## src/rtl/snoop_msi_array.sv

```systemverilog
// MSI coherence controller for a direct-mapped cache: per-line state/tag, CPU and snoop handling.
// Optional WB_COUNT_EN adds a saturating writeback counter output wb_count.
module snoop_msi_array #(
  parameter  int LINES  = 4,
  parameter  int TAG_W  = 4,
  localparam int IDX_W  = $clog2(LINES),
  localparam int ADDR_W = TAG_W + IDX_W
) (
  input  logic              clock,
  input  logic              reset,
  input  logic              cpu_valid,
  input  logic              cpu_write,
  input  logic [ADDR_W-1:0] cpu_addr,
  input  logic [1:0]        bus_acao,
  input  logic [ADDR_W-1:0] bus_addr,
  output logic              cpu_hit,
  output logic              cpu_stall,
  output logic              bus_req,
  output logic [1:0]        bus_req_acao,
  output logic [ADDR_W-1:0] bus_req_addr,
  output logic              writeback,
  output logic [ADDR_W-1:0] wb_addr,
  output logic              abort
`ifdef WB_COUNT_EN
  ,
  output logic [15:0]       wb_count
`endif
);

  typedef enum logic [1:0] {
    ST_I = 2'b00,
    ST_S = 2'b01,
    ST_M = 2'b10
  } st_e;

  localparam logic [1:0] ACT_RD   = 2'b00;
  localparam logic [1:0] ACT_INV  = 2'b01;
  localparam logic [1:0] ACT_WR   = 2'b10;
  localparam logic [1:0] ACT_NULL = 2'b11;

  st_e              st_q   [LINES];
  st_e              st_d   [LINES];
  logic [TAG_W-1:0] tag_q  [LINES];
  logic [TAG_W-1:0] tag_d  [LINES];

  logic              hit_q, hit_d;
  logic              req_q, req_d;
  logic [1:0]        racao_q, racao_d;
  logic [ADDR_W-1:0] raddr_q, raddr_d;
  logic              wb_q, wb_d;
  logic [ADDR_W-1:0] waddr_q, waddr_d;
  logic              abort_q, abort_d;

  logic [IDX_W-1:0] s_idx, c_idx;
  logic [TAG_W-1:0] s_tag, c_tag;
  logic             s_match, c_match;
  logic             snoop;

  function automatic logic is_valid(input st_e s);
    return (s == ST_S) || (s == ST_M);
  endfunction

  assign s_idx = bus_addr[IDX_W-1:0];
  assign s_tag = bus_addr[ADDR_W-1:IDX_W];
  assign c_idx = cpu_addr[IDX_W-1:0];
  assign c_tag = cpu_addr[ADDR_W-1:IDX_W];

  assign s_match = is_valid(st_q[s_idx]) &&
                   (tag_q[s_idx] == s_tag);
  assign c_match = is_valid(st_q[c_idx]) &&
                   (tag_q[c_idx] == c_tag);

  assign snoop     = (bus_acao != ACT_NULL);
  assign cpu_stall = cpu_valid & snoop;

  always_comb begin
    st_d    = st_q;
    tag_d   = tag_q;
    hit_d   = 1'b0;
    req_d   = 1'b0;
    racao_d = 2'b00;
    raddr_d = '0;
    wb_d    = 1'b0;
    waddr_d = '0;
    abort_d = 1'b0;

    // Snoop wins the cycle; any concurrent CPU request is stalled.
    if (snoop) begin
      if (s_match) begin
        if (st_q[s_idx] == ST_M) begin
          wb_d    = 1'b1;
          abort_d = 1'b1;
          waddr_d = bus_addr;
          st_d[s_idx] = (bus_acao == ACT_RD) ? ST_S : ST_I;
        end else if (bus_acao != ACT_RD) begin
          st_d[s_idx] = ST_I;
        end
      end
    end else if (cpu_valid) begin
      unique case (1'b1)
        c_match && !cpu_write: begin
          hit_d = 1'b1;
        end
        c_match && cpu_write: begin
          hit_d = 1'b1;
          if (st_q[c_idx] != ST_M) begin
            st_d[c_idx] = ST_M;
            req_d   = 1'b1;
            racao_d = ACT_INV;
            raddr_d = cpu_addr;
          end
        end
        !c_match: begin
          req_d   = 1'b1;
          racao_d = cpu_write ? ACT_WR : ACT_RD;
          raddr_d = cpu_addr;
          if (st_q[c_idx] == ST_M) begin
            wb_d    = 1'b1;
            waddr_d = {tag_q[c_idx], c_idx};
          end
          tag_d[c_idx] = c_tag;
          st_d[c_idx]  = cpu_write ? ST_M : ST_S;
        end
      endcase
    end
  end

  always_ff @(posedge clock or posedge reset) begin
    if (reset) begin
      for (int i = 0; i < LINES; i++) begin
        st_q[i]  <= ST_I;
        tag_q[i] <= '0;
      end
      hit_q   <= 1'b0;
      req_q   <= 1'b0;
      racao_q <= 2'b00;
      raddr_q <= '0;
      wb_q    <= 1'b0;
      waddr_q <= '0;
      abort_q <= 1'b0;
    end else begin
      st_q    <= st_d;
      tag_q   <= tag_d;
      hit_q   <= hit_d;
      req_q   <= req_d;
      racao_q <= racao_d;
      raddr_q <= raddr_d;
      wb_q    <= wb_d;
      waddr_q <= waddr_d;
      abort_q <= abort_d;
    end
  end

  assign cpu_hit      = hit_q;
  assign bus_req      = req_q;
  assign bus_req_acao = racao_q;
  assign bus_req_addr = raddr_q;
  assign writeback    = wb_q;
  assign wb_addr      = waddr_q;
  assign abort        = abort_q;

`ifdef WB_COUNT_EN
  logic [15:0] wb_cnt_q, wb_cnt_d;

  always_comb begin
    wb_cnt_d = wb_cnt_q;
    if (wb_d && (wb_cnt_q != 16'hFFFF)) begin
      wb_cnt_d = wb_cnt_q + 16'd1;
    end
  end

  always_ff @(posedge clock or posedge reset) begin
    if (reset) begin
      wb_cnt_q <= '0;
    end else begin
      wb_cnt_q <= wb_cnt_d;
    end
  end

  assign wb_count = wb_cnt_q;
`endif

endmodule
```

## config.mk

```make
export PLATFORM = sky130hd
export DESIGN_NAME = snoop_msi_array
export DESIGN_NICKNAME = d
export VERILOG_FILES = /design/src/rtl/snoop_msi_array.sv
export SDC_FILE = /design/constraint.sdc
export NUM_CORES = 1
export LEC_CHECK = 0
export CAP_MARGIN = 25
export CELL_PAD_IN_SITES_DETAIL_PLACEMENT = 2
export CELL_PAD_IN_SITES_GLOBAL_PLACEMENT = 2
export CORE_MARGIN = 4
export CORE_UTILIZATION = 38
export CTS_CLUSTER_DIAMETER = 150
export CTS_CLUSTER_SIZE = 24
export DETAILED_ROUTE_END_ITERATION = 10
export GPL_ROUTABILITY_DRIVEN = 0
export HOLD_SLACK_MARGIN = 0.08
export PLACE_DENSITY = 0.83
export SYNTH_ARGS = -nofsm -noshare
export SYNTH_HDL_FRONTEND = slang
export SYNTH_SLANG_ARGS = --single-unit
```

## constraint.sdc

```tcl
create_clock -name clock -period 5.85 [get_ports clock]
set_clock_uncertainty 0.05 [all_clocks]
set_input_delay 0.8775 -clock clock [delete_from_list [all_inputs] [get_ports clock]]
set_output_delay 0.8775 -clock clock [all_outputs]
set_load 0.005 [all_outputs]
```

==> results.yml, run 1 <==
clocking:
  cts_resized: 0
  clock_path_buffers: 2
  post_cts_buffers: 0
  cts_tree: "built"
  clock_sinks: 42
  cts_root_buf: "clkbuf_8"
  clk_latency_ns: 0.30
  cts_inserted_buffers: 5
  cts_max_level: 2
  postCtsHoldBufs: 0
  clk_pin_slew_worst_paths_ns: 0.08
finish:
  antennaDiodeCount: 0
  multi_input_comb_area_sq_um: 1320
  final_nets: 281
  mostFrequentLayoutCell: "dfrtp_1"
  fin_area_sq_um: 2990
  mostFrequentLayoutCells: "dfrtp_1 (42), clkdlybuf4s50_1 (36), nand2_1 (20)"
  fillerInstances: 662
  syn_to_final_growth_pct: 21.7
  drive_gt1_frac: 0.168
  seqCellArea_sq_um: 1050
sta:
  setup_violations: 0
  finalSetupTns_ns: 0
  hold_slack_ns: 0.474
  slew_violations: 0
  tightest_slew_ns: 0.711
  period_share: 0.784
  rsz0062_at_grt: "no"
  finalHoldViolCount: 0
  relSlewSlack: 0.525
  max_freq_mhz: 218
  fin_crit_ns: 4.59
synthesis:
  synth_cell_type_count: 43
  synth-seq-area-share: 0.428
  syn_avg_cell_area_sq_um: 10.9
  synth_warnings: 0
  syn_area_sq_um: 2450
  syn_inst: 226
  synth_fp_nets: 246
  synth-seq-cells: 42
global_routing:
  grt_start_max_net_pins: 43
  grt_pass1_wl_um: 12300
  grt_pass1_vias: 2170
  grt_overflow_total: 0
  antenna_found_initial: 0
  track_usage: 0.211
die:
  rows: 29
  start_util: 0.389
  dieHeight_um: 88.4
  dieArea_sq_um: 7810
  die_w_um: 88.4
  io_pins: 37
  core_sq_um: 6310
pwr:
  finalPower_w: 0.000833
  power_density_nw_per_um2: 279
  p_leak_nw: 1.25
  ir_drop_v: 0.000143
critical_path:
  cp_max_fo: 19
  worstSetupPathType: "input pin to flop"
  worst_setup_path_end_kind: "flop"
  cp_data_arrival_time_ns: 4.73
  startpoint: "cpu_addr[1]"
  r2r-start: "st_q[1]"
  cp.required_ns: 5.99
  critPathLaunchType: "input pin"
worst_hold_path:
  min_from: "st_q[5]"
  hold_class: "flop to flop"
drt:
  totalWireLength_um: 7330
  first_pass_iters: 4
  drtIter0Drc: 64
  wl_per_cell_um: 21.6
  ant_nets: 0
  drc: 0
  vias: 1917
  via_per_inst: 5.65
placed_design:
  dp.final_hpwl_um: 5630
  placed_area_sq_um: 2880
  numPortBuffers: 36
flow_run:
  cap_violations: 0
run_status:
  status: "completed"
==> power by group <==
group	switching [W]	internal, W	total, W
Combinational	0.000113	0.000116	0.000229
Sequential	0.0000379	0.000332	0.000370
Clock	0.000106	0.000127	0.000234
Total	0.000257	0.000576	0.000833
==> cell usage after synthesis <==
cell type / instances / area (sq um)
inv_1: 7 / 26.3
nand2_1: 20 / 75.1
a211oi_1: 1 / 7.51
and2_4: 1 / 8.76
nor2b_1: 5 / 31.3
a211oi_2: 1 / 12.5
xnor2_1: 3 / 26.3
mux2_4: 2 / 30.0
o2111ai_1: 2 / 17.5
nand3b_1: 1 / 7.51
a32o_1: 1 / 10.0
nand4_1: 1 / 6.26
mux2i_1: 10 / 100
a22o_1: 5 / 43.8
nand4b_1: 1 / 8.76
a31oi_1: 3 / 18.8
or2_2: 1 / 6.26
nor2_1: 17 / 63.8
o21ai_0: 7 / 35.0
o2bb2ai_1: 2 / 17.5
buf_6: 2 / 22.5
clkbuf_1: 9 / 33.8
a2111o_1: 1 / 11.3
a21oi_1: 4 / 20.0
a21boi_0: 2 / 15.0
or3_1: 1 / 6.26
o32ai_1: 2 / 17.5
and3_1: 2 / 12.5
mux2_2: 18 / 203
nand3_1: 5 / 25.0
and2_1: 10 / 62.6
and3b_1: 1 / 8.76
o211ai_2: 1 / 12.5
xor2_1: 6 / 52.6
nor3_2: 1 / 10.0
nor3_1: 4 / 20.0
nor3b_1: 6 / 45.0
ha_1: 2 / 25.0
dfrtp_1: 42 / 1050
mux4_2: 9 / 203
or2_1: 1 / 6.26
nand2b_1: 5 / 31.3
o211ai_1: 1 / 7.51
==> final cells by class <==
class | count | area share
clock inverters | 2 | 0.0126
multi-input cells | 166 | 0.442
inverters | 7 | 0.00879
clock buffers | 6 | 0.0243
well taps | 77 | 0.0322
repair buffers | 39 | 0.128
flip-flops and latches | 42 | 0.352
==> worst max-delay path, cell delays in order <==
cell	delay (ns)
clkdlybuf4s50_1	0.73
buf_4	0.26
mux4_2	0.31
ha_1	0.37
and3b_1	0.20
mux2i_1	0.17
a2111o_1	0.57
nor2b_1	0.44
nor2b_1	0.41
mux2_2	0.38
==> registers in the layout, summed over array words and instances (netlist names) <==
| name | flops |
|---|---|
| abort | 1 |
| wb_addr | 6 |
| writeback | 1 |
| bus_req_addr | 6 |
| st_q | 8 |
| tag_q | 16 |
| cpu_hit | 1 |
| bus_req_acao | 2 |
| bus_req | 1 |
==> path summary, 6_finish.rpt <==
kind / end / slack [ns] / cells past startpoint
setup / recovery: tag_q[3] / 1.26 / 10
hold / removal: st_q[5] / 0.47 / 1
setup reg to reg: tag_q[3] / 2.27 / 8
hold reg to reg: st_q[5] / 0.47 / 1
max in group asynchronous: st_q[0] / 4.41 / 3
min in group asynchronous: abort / 0.98 / 3
==> cell families (layout without fill, tap and decap cells) <==
kind of cell / count (synthesis) / in the layout / share of synthesized area
AO/OA/AOI/OAI: 33 / 33 / 0.100
XOR/XNOR: 9 / 9 / 0.0321
adder cells (fa/ha/maj): 2 / 2 / 0.0102
buffers and inverters: 18 / 54 / 0.0336
flip-flops: 42 / 42 / 0.428
multiplexers: 39 / 39 / 0.218
AND/OR/NAND/NOR: 83 / 83 / 0.177
==> through the flow <==
stage,setup WS [ns],util,instances
after detailed placement,0.988,0.456,331
after CTS,1.29,0.473,339
after floorplan,1.99,-,226
after global placement,1.13,0.456,331
after global routing,1.03,0.473,339
final,1.26,0.473,339
==> per-layer routing <==
metal | share of wire | GRT usage | routed length (um)
met1 | 0.45 | 0.276 | 3330
met2 | 0.50 | 0.358 | 3680
met3 | 0.030 | 0.0372 | 223
met4 | 0.014 | 0.0591 | 101
met5 | 0 | 0 | 0
(Power assumes the default switching activity.)
==> run 2: changes to the inputs <==
- CORE_UTILIZATION: 38 -> 35
- PLACE_DENSITY: 0.83 -> 0.77
- clock period: 5.85 -> 4.77 ns (I/O delays scaled with it)
==> run 2 against run 1 <==
Against the previous run: via count grew 2.1%; core utilization fell by 2.6 points; highest routed layer unchanged; first-iteration DRC count rose by 77%; design area is 1.8% higher; power is 24% higher; largest cell class unchanged; sequential cell count unchanged; critical path type unchanged; hold slack gained 0.018 ns; cell count is 6.8% higher.
==> results.yml, run 2 (same netlist as run 1, synthesis figures left out) <==
drt:
  via_per_inst: 5.41
  wl_per_cell_um: 20.9
  ant_nets: 0
  drtIter0Drc: 113
  first_pass_iters: 4
  totalWireLength_um: 7570
  drc: 0
  vias: 1957
die:
  rows: 30
  die_w_um: 91.8
  start_util: 0.361
  io_pins: 37
  dieArea_sq_um: 8420
  dieHeight_um: 91.8
  core_sq_um: 6790
critical_path:
  r2r-start: "st_q[3]"
  r2r_cells: 8
  cp_data_arrival_time_ns: 4.13
  critPathLaunchType: "input pin"
  worst_setup_path_end_kind: "flop"
  rrSetupSlack_ns: 1.39
  cp_max_fo: 9
  r2r-end: "tag_q[2]"
  worstSetupPathType: "input pin to flop"
  cp.required_ns: 4.91
clocking:
  cts_inserted_buffers: 5
  clock_sinks: 42
  cts_max_level: 2
  clk_latency_ns: 0.30
  post_cts_buffers: 0
  clk_pin_slew_worst_paths_ns: 0.08
  postCtsHoldBufs: 0
  cts_tree: "built"
  cts_resized: 0
  clock_path_buffers: 2
  cts_root_buf: "clkbuf_8"
finish:
  mostFrequentLayoutCells: "dfrtp_1 (42), clkdlybuf4s50_1 (36), nand2_1 (20)"
  syn_to_final_growth_pct: 23.9
  largest_register: "tag_q"
  fillerInstances: 705
  drive_gt1_frac: 0.180
  mostFrequentLayoutCell: "dfrtp_1"
  multi_input_comb_area_sq_um: 1320
  top_regs: "tag_q (16), st_q (8)"
  fin_area_sq_um: 3040
  largest_reg_flops: 16
  antennaDiodeCount: 0
  seqCellArea_sq_um: 1050
  final_nets: 285
  instances_no_fill: 362
worst_hold_path:
  worstHoldPathCells: 1
  hold_class: "flop to flop"
  min_from: "tag_q[0]"
  hold_end: "tag_q[0]"
flow_run:
  cap_violations: 0
sta:
  tightest_slew_ns: 0.553
  relSlewSlack: 0.631
  finalHoldViolCount: 0
  period_share: 0.837
  max_freq_mhz: 250
  rsz0062_at_grt: "no"
  finalSetupTns_ns: 0
  setup_violations: 0
  fin_crit_ns: 3.99
  slew_violations: 0
global_routing:
  antenna_found_initial: 0
  grt_overflow_total: 0
  grt_pass1_wl_um: 12600
  grt_pass1_vias: 2193
  grt_start_max_net_pins: 43
  track_usage: 0.195
pwr:
  p_leak_nw: 1.26
  power_density_nw_per_um2: 340
  ir_drop_v: 0.000207
placed_design:
  dp.final_hpwl_um: 5650
  numPortBuffers: 36
  placed_area_sq_um: 2930
  placed_cells: 354
run_status:
  status: "completed"
## run 2: cell types whose count changed in the layout (fill, tap and decap cells not counted), sizes merged
| cell | before | now |
|---|---|---|
| buf | 3 | 7 |
## run 2: per-stage QoR
stage               worst slack [ns]  hold slack (ns)  total power, W   util
floorplan                       1.07            0.417        0.000640      -
global placement               0.599            0.451        0.000737  0.431
detailed placement             0.484            0.470        0.000750  0.431
CTS                            0.805            0.490         0.00105  0.448
global route                   0.631            0.505         0.00109  0.448
finish                         0.776            0.492         0.00103  0.448
## run 2: cell type report
class / instances / share of cell area
Clock buffer: 6 / 0.0239
Clock inverter: 2 / 0.0123
Inverter: 7 / 0.00864
Multi-Input combinational cell: 166 / 0.434
Sequential cell: 42 / 0.346
Tap cell: 96 / 0.0395
Timing Repair Buffer: 43 / 0.136
## run 2: critical path, stage by stage
cell and delay [ns]:
clkdlybuf4s50_1 0.56, mux4_2 0.53, ha_1 0.35, and3b_1 0.19, mux2i_1 0.13, a2111o_1 0.36
nor2b_1 0.44, nor2b_1 0.46, mux2_2 0.39
## run 2: routing by layer
metal,GRT usage,share of wire,vias up
met4,0.0520,0.0095,0
met3,0.0287,0.040,5
met5,0,0,-
met2,0.318,0.49,44
li1,-,-,890
met1,0.269,0.47,1018
## run 2: how the worst max path moves through the flow
stage / from / end / slack, ns / cells past startpoint
after global routing: cpu_addr[0] / tag_q[2] / 0.63 / 9
after global placement: cpu_addr[0] / tag_q[3] / 0.60 / 9
after CTS: cpu_addr[0] / tag_q[3] / 0.80 / 9
final: cpu_addr[0] / tag_q[2] / 0.78 / 9
after floorplan: cpu_addr[0] / st_q[0] / 1.07 / 12
after detailed placement: cpu_addr[0] / tag_q[3] / 0.48 / 9
## run 2: report_power, final
group	switching (W)	internal, W
sequential	0.0000450	0.000408
clock	0.000135	0.000156
combinational	0.000145	0.000146
==> run 3: changes to the inputs <==
- CORE_UTILIZATION: 35 -> 32
- PLACE_DENSITY: 0.77 -> 0.74
- clock period: 4.77 -> 3.3 ns (I/O delays scaled with it)
==> run 3 against run 2 <==
Against the previous run: hold slack worse by 0.00081 ns; clock power up 26%; cell count is 7.2% higher; wire length is 4.0% higher; design area rose by 5.6%; critical path depth rose by 2; register-to-register slack lost 1.3 ns; combinational power rose by 64%; largest cell class unchanged; largest power group unchanged.
==> results.yml, run 3 (same netlist as run 1, synthesis figures left out) <==
sta:
  setup_ws_ns: 0.128
  tightest_slew_ns: 0.555
  hold_slack_ns: 0.491
  slew_violations: 0
  setup_violations: 0
  max_freq_mhz: 315
  period_share: 0.961
  fin_crit_ns: 3.17
  relSlewSlack: 0.630
  finalHoldViolCount: 0
finish:
  largest_register: "tag_q"
  seqCellArea_sq_um: 1050
  syn_to_final_growth_pct: 30.9
  instances_no_fill: 388
  final_nets: 308
  drive_gt1_frac: 0.270
  mostFrequentLayoutCell: "dfrtp_1"
  fillerInstances: 787
  mostFrequentLayoutCells: "dfrtp_1 (40), clkdlybuf4s50_1 (34), buf_4 (30)"
  fin_area_sq_um: 3210
  antennaDiodeCount: 0
  largest_reg_flops: 16
  multi_input_comb_area_sq_um: 1340
  top_regs: "tag_q (16), st_q (8)"
clocking:
  cts_max_level: 2
  clk_latency_ns: 0.32
  clk_pin_slew_worst_paths_ns: 0.11
  post_cts_buffers: 0
  cts_tree: "built"
  clock_sinks: 42
  cts_root_buf: "clkbuf_8"
  clock_path_buffers: 2
  cts_inserted_buffers: 5
global_routing:
  grt_pass1_vias: 2252
  grt_pass1_wl_um: 12700
  antenna_found_initial: 0
  grt_start_max_net_pins: 43
  grt_overflow_total: 0
  track_usage: 0.188
placed_design:
  numPortBuffers: 36
  dp.final_hpwl_um: 6120
  placed_area_sq_um: 3110
  placed_cells: 380
  place_ws_ns: -0.550
pwr:
  internal_power_w: 0.000996
  p_switching_w: 0.000506
  clkPwrFrac: 0.246
  comb_power_share: 0.317
  pwr-share-seq: 0.438
  power_density_nw_per_um2: 468
  ir_drop_v: 0.000196
  swShare: 0.337
  p_leak_nw: 1.37
run_status:
  status: "completed"
drt:
  drtIter0Drc: 60
  via_per_inst: 5.17
  totalWireLength_um: 7870
  wl_per_cell_um: 20.3
  vias: 2007
  ant_nets: 0
  first_pass_iters: 4
  drc: 0
critical_path:
  cp_data_arrival_time_ns: 3.34
  cp_max_fo: 13
  cp.required_ns: 3.47
  slowest_stage: "a2111o_1"
  slowest_delay_ns: 0.52
  worstSetupPathType: "flop to flop"
  critPathLaunchType: "flop"
  cp_cell_sequence: "mux4_2 -> inv_1 -> ha_1 -> nor3b_1 -> mux2i_1 -> a2111o_1 -> buf_4 -> nor3b_1 -> o21ai_0 -> o21ai_0 -> mux2_4"
  worst_setup_path_end_kind: "flop"
worst_hold_path:
  hold_class: "flop to flop"
die:
  dieArea_sq_um: 9140
  rows: 31
  io_pins: 37
  start_util: 0.333
  dieHeight_um: 95.6
  die_w_um: 95.6
  core_sq_um: 7370
flow_run:
  cap_violations: 0
-- run 3: cell count changes in the layout (fill, tap and decap cells not counted), sizes merged --
cell | before | now
buf | 7 | 30
bufinv | 1 | 0
clkdlybuf4s50 | 36 | 34
clkinv | 0 | 1
dlygate4sd2 | 0 | 1
inv | 7 | 8
-- run 3: what timing repair did --
action                     4_1_cts  5_1_grt
setup endpoints to repair       31       18
gates resized for setup          3        6
hold buffers                     0        0
pin swaps                        1        1
-- run 3: cell type report --
class / count / share of cell area
clock buffer: 5 / 0.0214
clock inverter: 3 / 0.00779
inverter: 7 / 0.00818
multi-input combinational: 166 / 0.416
sequential: 42 / 0.328
tap: 99 / 0.0386
timing repair buffer: 66 / 0.180
-- run 3: critical path: cells and delay by family (launching register included) --
family,cells,cell delay (ns)
AND/OR/NAND/NOR,2,0.37
adder cells (fa/ha/maj),1,0.28
flip-flops,1,0.47
buffers and inverters,2,0.29
multiplexers,3,0.85
AO/OA/AOI/OAI,3,0.76
-- run 3: worst paths after layout --
kind,startpoint,endpoint,slack [ns],depth (start not counted)
max reg2reg,st_q[6],st_q[0],0.13,11
max in group asynchronous,reset,st_q[6],2.23,3
min,st_q[3],st_q[3],0.49,1
min reg2reg,st_q[3],st_q[3],0.49,1
min in group asynchronous,reset,wb_addr[0],0.57,3
max,st_q[6],st_q[0],0.13,11
-- run 3: power groups by stage --
stage	Sequential, W	Clock, W	Combinational (W)
2_1_floorplan	0.000637	0	0.000290
3_3_place_gp	0.000659	0	0.000452
3_5_place_dp	0.000667	0	0.000470
4_1_cts	0.000656	0.000379	0.000475
5_1_grt	0.000666	0.000406	0.000518
6_report	0.000658	0.000369	0.000476
-- run 3: per-stage QoR --
stage	util	TNS, ns	power [W]
6_report	0.436	0	0.00150
5_1_grt	0.436	-0.00460	0.00159
4_1_cts	0.435	0	0.00151
3_5_place_dp	0.422	-15.25	0.00114
3_3_place_gp	0.422	-11.33	0.00111
2_1_floorplan	-	0	0.000927
-- run 3: layer usage --
metal	up-vias	GRT usage	wire (um)
li1	936	-	-
met1	1019	0.248	3660
met2	45	0.316	3840
met3	7	0.0331	269
met4	0	0.0509	93
met5	-	0	0
